## src/rtl/dino_score_pkg.sv

```systemverilog
// Shared types and widths for the Dino-Jumper score engine.
package dino_score_pkg;

  localparam int unsigned SCORE_W   = 14;
  localparam int unsigned LEVEL_W   = 3;
  localparam int unsigned LEVEL_MAX = 7;

  typedef enum logic [1:0] {
    S_IDLE = 2'd0,
    S_RUN  = 2'd1,
    S_OVER = 2'd2
  } score_state_t;

  // Saturating +1 on the difficulty level.
  function automatic logic [LEVEL_W-1:0] level_inc(input logic [LEVEL_W-1:0] lvl);
    if (lvl == LEVEL_W'(LEVEL_MAX)) begin
      return lvl;
    end
    return lvl + LEVEL_W'(1);
  endfunction

endpackage

```

## src/rtl/tick_prescaler.sv

```systemverilog
// Free-running modulo-DIV counter that pulses tick on its last count.
module tick_prescaler #(
  parameter int unsigned DIV = 10_000_000
) (
  input  logic clk,
  input  logic rst_n,
  input  logic clr,
  input  logic en,
  output logic tick
);

  localparam int unsigned CNT_W = (DIV > 1) ? $clog2(DIV) : 1;
  localparam logic [CNT_W-1:0] LAST = CNT_W'(DIV - 1);

  logic [CNT_W-1:0] count;

  // Tick is asserted on the cycle the counter sits at DIV-1 while enabled.
  assign tick = en && (count == LAST);

  // Count while enabled, wrap on tick, synchronous clear wins.
  always_ff @(posedge clk or negedge rst_n) begin
    if (!rst_n) begin
      count <= '0;
    end else if (clr) begin
      count <= '0;
    end else if (en) begin
      if (tick) begin
        count <= '0;
      end else begin
        count <= count + CNT_W'(1);
      end
    end
  end

endmodule

```

## src/rtl/score_tracker.sv

```systemverilog
// Dino-Jumper game-score engine: game-phase FSM, prescaled score counter,
// difficulty level and optional session high score.
// Optional feature macro: SCORE_HIGH_SCORE_EN (high score / new record).
module score_tracker
  import dino_score_pkg::*;
#(
  parameter int unsigned TICK_DIV   = 10_000_000,
  parameter int unsigned MAX_SCORE  = 9999,
  parameter int unsigned LEVEL_STEP = 100
) (
  input  logic               clk,
  input  logic               rst_n,
  input  logic               start,
  input  logic               collision,
  output logic [SCORE_W-1:0] score,
  output logic [SCORE_W-1:0] high_score,
  output logic [SCORE_W-1:0] disp_score,
  output logic [LEVEL_W-1:0] level,
  output logic               running,
  output logic               new_record
);

  localparam int unsigned SUB_W = (LEVEL_STEP > 1) ? $clog2(LEVEL_STEP) : 1;
  localparam logic [SCORE_W-1:0] SCORE_SAT = SCORE_W'(MAX_SCORE);
  localparam logic [SUB_W-1:0]   SUB_LAST  = SUB_W'(LEVEL_STEP - 1);

  score_state_t     state;
  logic [SUB_W-1:0] sub_cnt;
  logic             tick;
  logic             accept_start;
  logic             game_end;

  // Start is only honoured outside a running game; collision only inside one.
  assign accept_start = start && (state != S_RUN);
  assign game_end     = collision && (state == S_RUN);

  tick_prescaler #(
    .DIV (TICK_DIV)
  ) u_prescaler (
    .clk   (clk),
    .rst_n (rst_n),
    .clr   (accept_start),
    .en    (running),
    .tick  (tick)
  );

  // Game-phase FSM with score, level and level sub-counter.
  always_ff @(posedge clk or negedge rst_n) begin
    if (!rst_n) begin
      state   <= S_IDLE;
      score   <= '0;
      level   <= '0;
      sub_cnt <= '0;
      running <= 1'b0;
    end else begin
      case (state)
        S_IDLE, S_OVER: begin
          if (start) begin
            state   <= S_RUN;
            score   <= '0;
            level   <= '0;
            sub_cnt <= '0;
            running <= 1'b1;
          end
        end
        S_RUN: begin
          if (collision) begin
            // Collision drops any tick landing on the same cycle.
            state   <= S_OVER;
            running <= 1'b0;
          end else if (tick && (score < SCORE_SAT)) begin
            score <= score + SCORE_W'(1);
            if (sub_cnt == SUB_LAST) begin
              sub_cnt <= '0;
              level   <= level_inc(level);
            end else begin
              sub_cnt <= sub_cnt + SUB_W'(1);
            end
          end
        end
        default: begin
          state   <= S_IDLE;
          running <= 1'b0;
        end
      endcase
    end
  end

`ifdef SCORE_HIGH_SCORE_EN
  // Capture a strictly better score as the game ends; cleared by a new game.
  always_ff @(posedge clk or negedge rst_n) begin
    if (!rst_n) begin
      high_score <= '0;
      new_record <= 1'b0;
    end else if (accept_start) begin
      new_record <= 1'b0;
    end else if (game_end) begin
      if (score > high_score) begin
        high_score <= score;
        new_record <= 1'b1;
      end else begin
        new_record <= 1'b0;
      end
    end
  end

  // Idle screen shows the best score, otherwise the live game score.
  assign disp_score = (state == S_IDLE) ? high_score : score;
`else
  assign high_score = '0;
  assign new_record = 1'b0;
  assign disp_score = score;
`endif

endmodule

```

## config.mk

```make
export PLATFORM = sky130hd
export DESIGN_NAME = score_tracker
export DESIGN_NICKNAME = d
export VERILOG_FILES = /design/src/rtl/dino_score_pkg.sv /design/src/rtl/tick_prescaler.sv /design/src/rtl/score_tracker.sv
export SDC_FILE = /design/constraint.sdc
export NUM_CORES = 1
export LEC_CHECK = 0
export ABC_AREA = 1
export CAP_MARGIN = 10
export CORE_MARGIN = 5
export CORE_UTILIZATION = 48
export CTS_CLUSTER_DIAMETER = 60
export DETAILED_ROUTE_END_ITERATION = 8
export HOLD_SLACK_MARGIN = 0.03
export PLACE_DENSITY = 0.72
export REMOVE_ABC_BUFFERS = 1
export SYNTH_ARGS = -nofsm -noshare
export SYNTH_HDL_FRONTEND = slang
export SYNTH_HIERARCHICAL = 1
export SYNTH_SLANG_ARGS = --single-unit
```

## constraint.sdc

```tcl
create_clock -name clk -period 4 [get_ports clk]
set_input_delay 0.4 -clock clk [delete_from_list [all_inputs] [get_ports clk]]
set_output_delay 0.4 -clock clk [all_outputs]
set_load 0.005 [all_outputs]
```

==> impl_metrics.json <==
{
  "status": "completed",
  "ys.flop_type": "dfrtp_1",
  "gp_congestion": 0.911,
  "setup_viol": 0,
  "cp_data_required_time_ns": 4.19,
  "vias": 3133,
  "cts_sinks": 51,
  "ctsHtreeMaxLevel": 2,
  "power_density_nw_per_um2": 396,
  "finalHoldViolations": 0,
  "dr.pass1.iters": 4,
  "synthTopCellsByCount": "nand2_1, nor2_1, inv_1",
  "cts_hold_buf": 0,
  "drive_gt1_frac": 0.122,
  "synthToLayoutAreaGrowth_pct": 10.7,
  "power_frac_comb": 0.316,
  "grt_max_degree": 43,
  "skew_ns": 0.00633,
  "cts_setup_buffers": 0,
  "r2r_setup_slack_ns": 1.61,
  "final.setup.tns_ns": 0,
  "pin_count": 51,
  "dp_slack_ns": 1.65,
  "hold_slack_ns": 0.0899,
  "path_class": "reg2reg",
  "syn_inst": 497,
  "dieHeight_um": 96.1,
  "n_antenna_cell": 0,
  "peakVddDrop_v": 0.000320,
  "antenna_left": 0,
  "die_area_um2": 9240,
  "finalPower_mw": 1.56,
  "insertion_delay_ns": 0.31,
  "synth_cell_type_count": 34,
  "synthTopCellsByArea": "dfrtp_1, nand2_1, nor2_1",
  "cts_buffer_depth": 2,
  "syn_avg_cell_area_um2": 7.16,
  "internal_power_uw": 973,
  "synth-seq-cells": 51,
  "start_util": 0.491,
  "maxCapViolations": 0,
  "drc": 0,
  "numCtsBuffers": 5,
  "track_usage": 0.188,
  "finalCriticalPeriod_ns": 2.39,
  "clkPwrFrac": 0.278,
  "worst_hold_path_type": "in2async",
  "period_share": 0.597,
  "antenna_found_initial": 0,
  "switching_share": 0.376,
  "p_sw_uw": 586,
  "synth_edf_count": 0,
  "max_slew.worst_pin.slew_ns": 0.614,
  "p_leak_nw": 1.73,
  "clkSlewWorstSetupHoldPaths_ns": 0.10,
  "grt_pass1_wl_um": 13900,
  "portBuffers": 35,
  "rows": 31,
  "synth_area_um2": 3560,
  "grt_pass1_vias": 3110,
  "rsz0062_at_grt": "false",
  "die_w_um": 96.1,
  "first_iter_violations": 123,
  "endpoint_kind": "flop",
  "n_fill_cell": 702,
  "ys_warn_count": 6,
  "coreArea_um2": 7250,
  "worst_setup_path_start_kind": "flop",
  "cts_tree": "done",
  "sequentialPowerShare": 0.406,
  "synth_top_area_cell": "dfrtp_1",
  "async_reset_ff_frac": 1.00,
  "cts_resized": 0,
  "wl_um": 7830,
  "crit_fanout": 42,
  "slew_headroom": 0.591,
  "worst_slack_ns": 1.61,
  "synth.most_common_cell": "nand2_1",
  "final_nets": 526,
  "drt-vias-per-instance": 5.08,
  "fmaxAchievable_ghz": 0.419,
  "ys_seq_area_frac": 0.359,
  "grt.overflow.total": 0,
  "dp_hpwl_um": 5770,
  "cp.arrival_ns": 2.58,
  "synth_top_area_frac": 0.359,
  "clockRootBuffer": "clkbuf_8",
  "wl_per_cell_um": 12.7,
  "final_max_slew_viol_count": 0
}
## worst max-delay path: stages (launching register included)
cell and delay, ns:
dfrtp_1 0.57, nand2_1 0.10, nor2_1 0.14, nand3_1 0.18, nor2_2 0.19, inv_1 0.05, nor2_1 0.08, o21ai_0 0.08
nor2_1 0.10, nand2_1 0.07, nand2_2 0.13, nand2_4 0.31, nand2_1 0.18, o21ai_2 0.06
## logic make-up after synthesis
family,after synthesis,share of synthesized area
compound gates,44,0.0903
flops,51,0.359
xor+xnor,7,0.0172
simple gates,294,0.373
fa+ha+maj,5,0.0176
buf+inv,95,0.142
other cells,1,0.00105
## power by group through the flow
stage                     sequential (mW)  clock (mW)  combinational [mW]
after CTS                           0.635       0.444               0.498
after floorplan                     0.633           0               0.324
after global placement              0.642           0               0.488
final                               0.633       0.433               0.492
after global routing                0.644       0.466               0.559
after detailed placement            0.644           0               0.497
## sequential cells by signal, summed over array words and instances (netlist names)
name	count
disp_score	14
running	1
sub_cnt	7
state	2
level	3
u_prescaler/count	24
## path summary, 6_finish.rpt
path / start / endpoint / depth (start not counted)
max: running$_DFFE_PN0P_ / disp_score[4]$_DFFE_PN0P_ / 13
min: rst_n / u_prescaler/count[11]$_DFFE_PN0P_ / 1
max reg2reg: running$_DFFE_PN0P_ / disp_score[4]$_DFFE_PN0P_ / 13
min reg2reg: level[1]$_DFFE_PN0P_ / level[1]$_DFFE_PN0P_ / 2
max in group asynchronous: rst_n / disp_score[11]$_DFFE_PN0P_ / 2
min in group clk: level[1]$_DFFE_PN0P_ / level[1]$_DFFE_PN0P_ / 2
## layout make-up
cell class                      count  area [um2]  share of cell area
Clock buffer                        5        68.8              0.0175
Clock inverter                      3        67.6              0.0172
Inverter                           58         220              0.0559
Multi-Input combinational cell    365        1830               0.464
Sequential cell                    51        1280               0.324
Tap cell                           99         124              0.0314
Timing Repair Buffer               36         353              0.0896
## metrics by stage
stage | area, um2 | cells | util
final | 3940 | 617 | 0.543
after global routing | 3940 | 617 | 0.543
after CTS | 3940 | 617 | 0.543
after detailed placement | 3800 | 609 | 0.524
after global placement | 3800 | 609 | 0.524
after floorplan | 3330 | 474 | -
## cells in the final DEF, fill, tap and decap left out
master	instances
ha_1	5
o211ai_1	1
inv_1	52
inv_4	1
a31o_2	1
buf_4	1
nand2_1	126
o21ai_0	7
clkbuf_8	5
inv_2	5
nand2_2	7
o21ai_1	1
xor2_1	6
bufinv_16	2
nand3_1	41
o21bai_1	4
o21ai_2	21
nor2_4	4
a21oi_1	7
o211a_1	1
dfrtp_1	51
conb_1	15
nor2_1	70
clkdlybuf4s50_1	34
o22ai_1	1
nand3_2	1
or2_2	4
nor3_2	1
clkinvlp_4	1
nand3b_1	4
nand4_1	22
nor3_1	6
buf_2	1
nand2_4	1
nor2_2	7
xnor2_1	1
## routing by layer
layer | global-route usage | part of all wire | up-vias
li1 | - | - | 1588
met1 | 0.242 | 0.46 | 1461
met2 | 0.311 | 0.48 | 75
met3 | 0.0469 | 0.047 | 9
met4 | 0.0581 | 0.014 | 0
met5 | 0 | 0 | -
No activity file was read; power rests on OpenSTA's default activity.
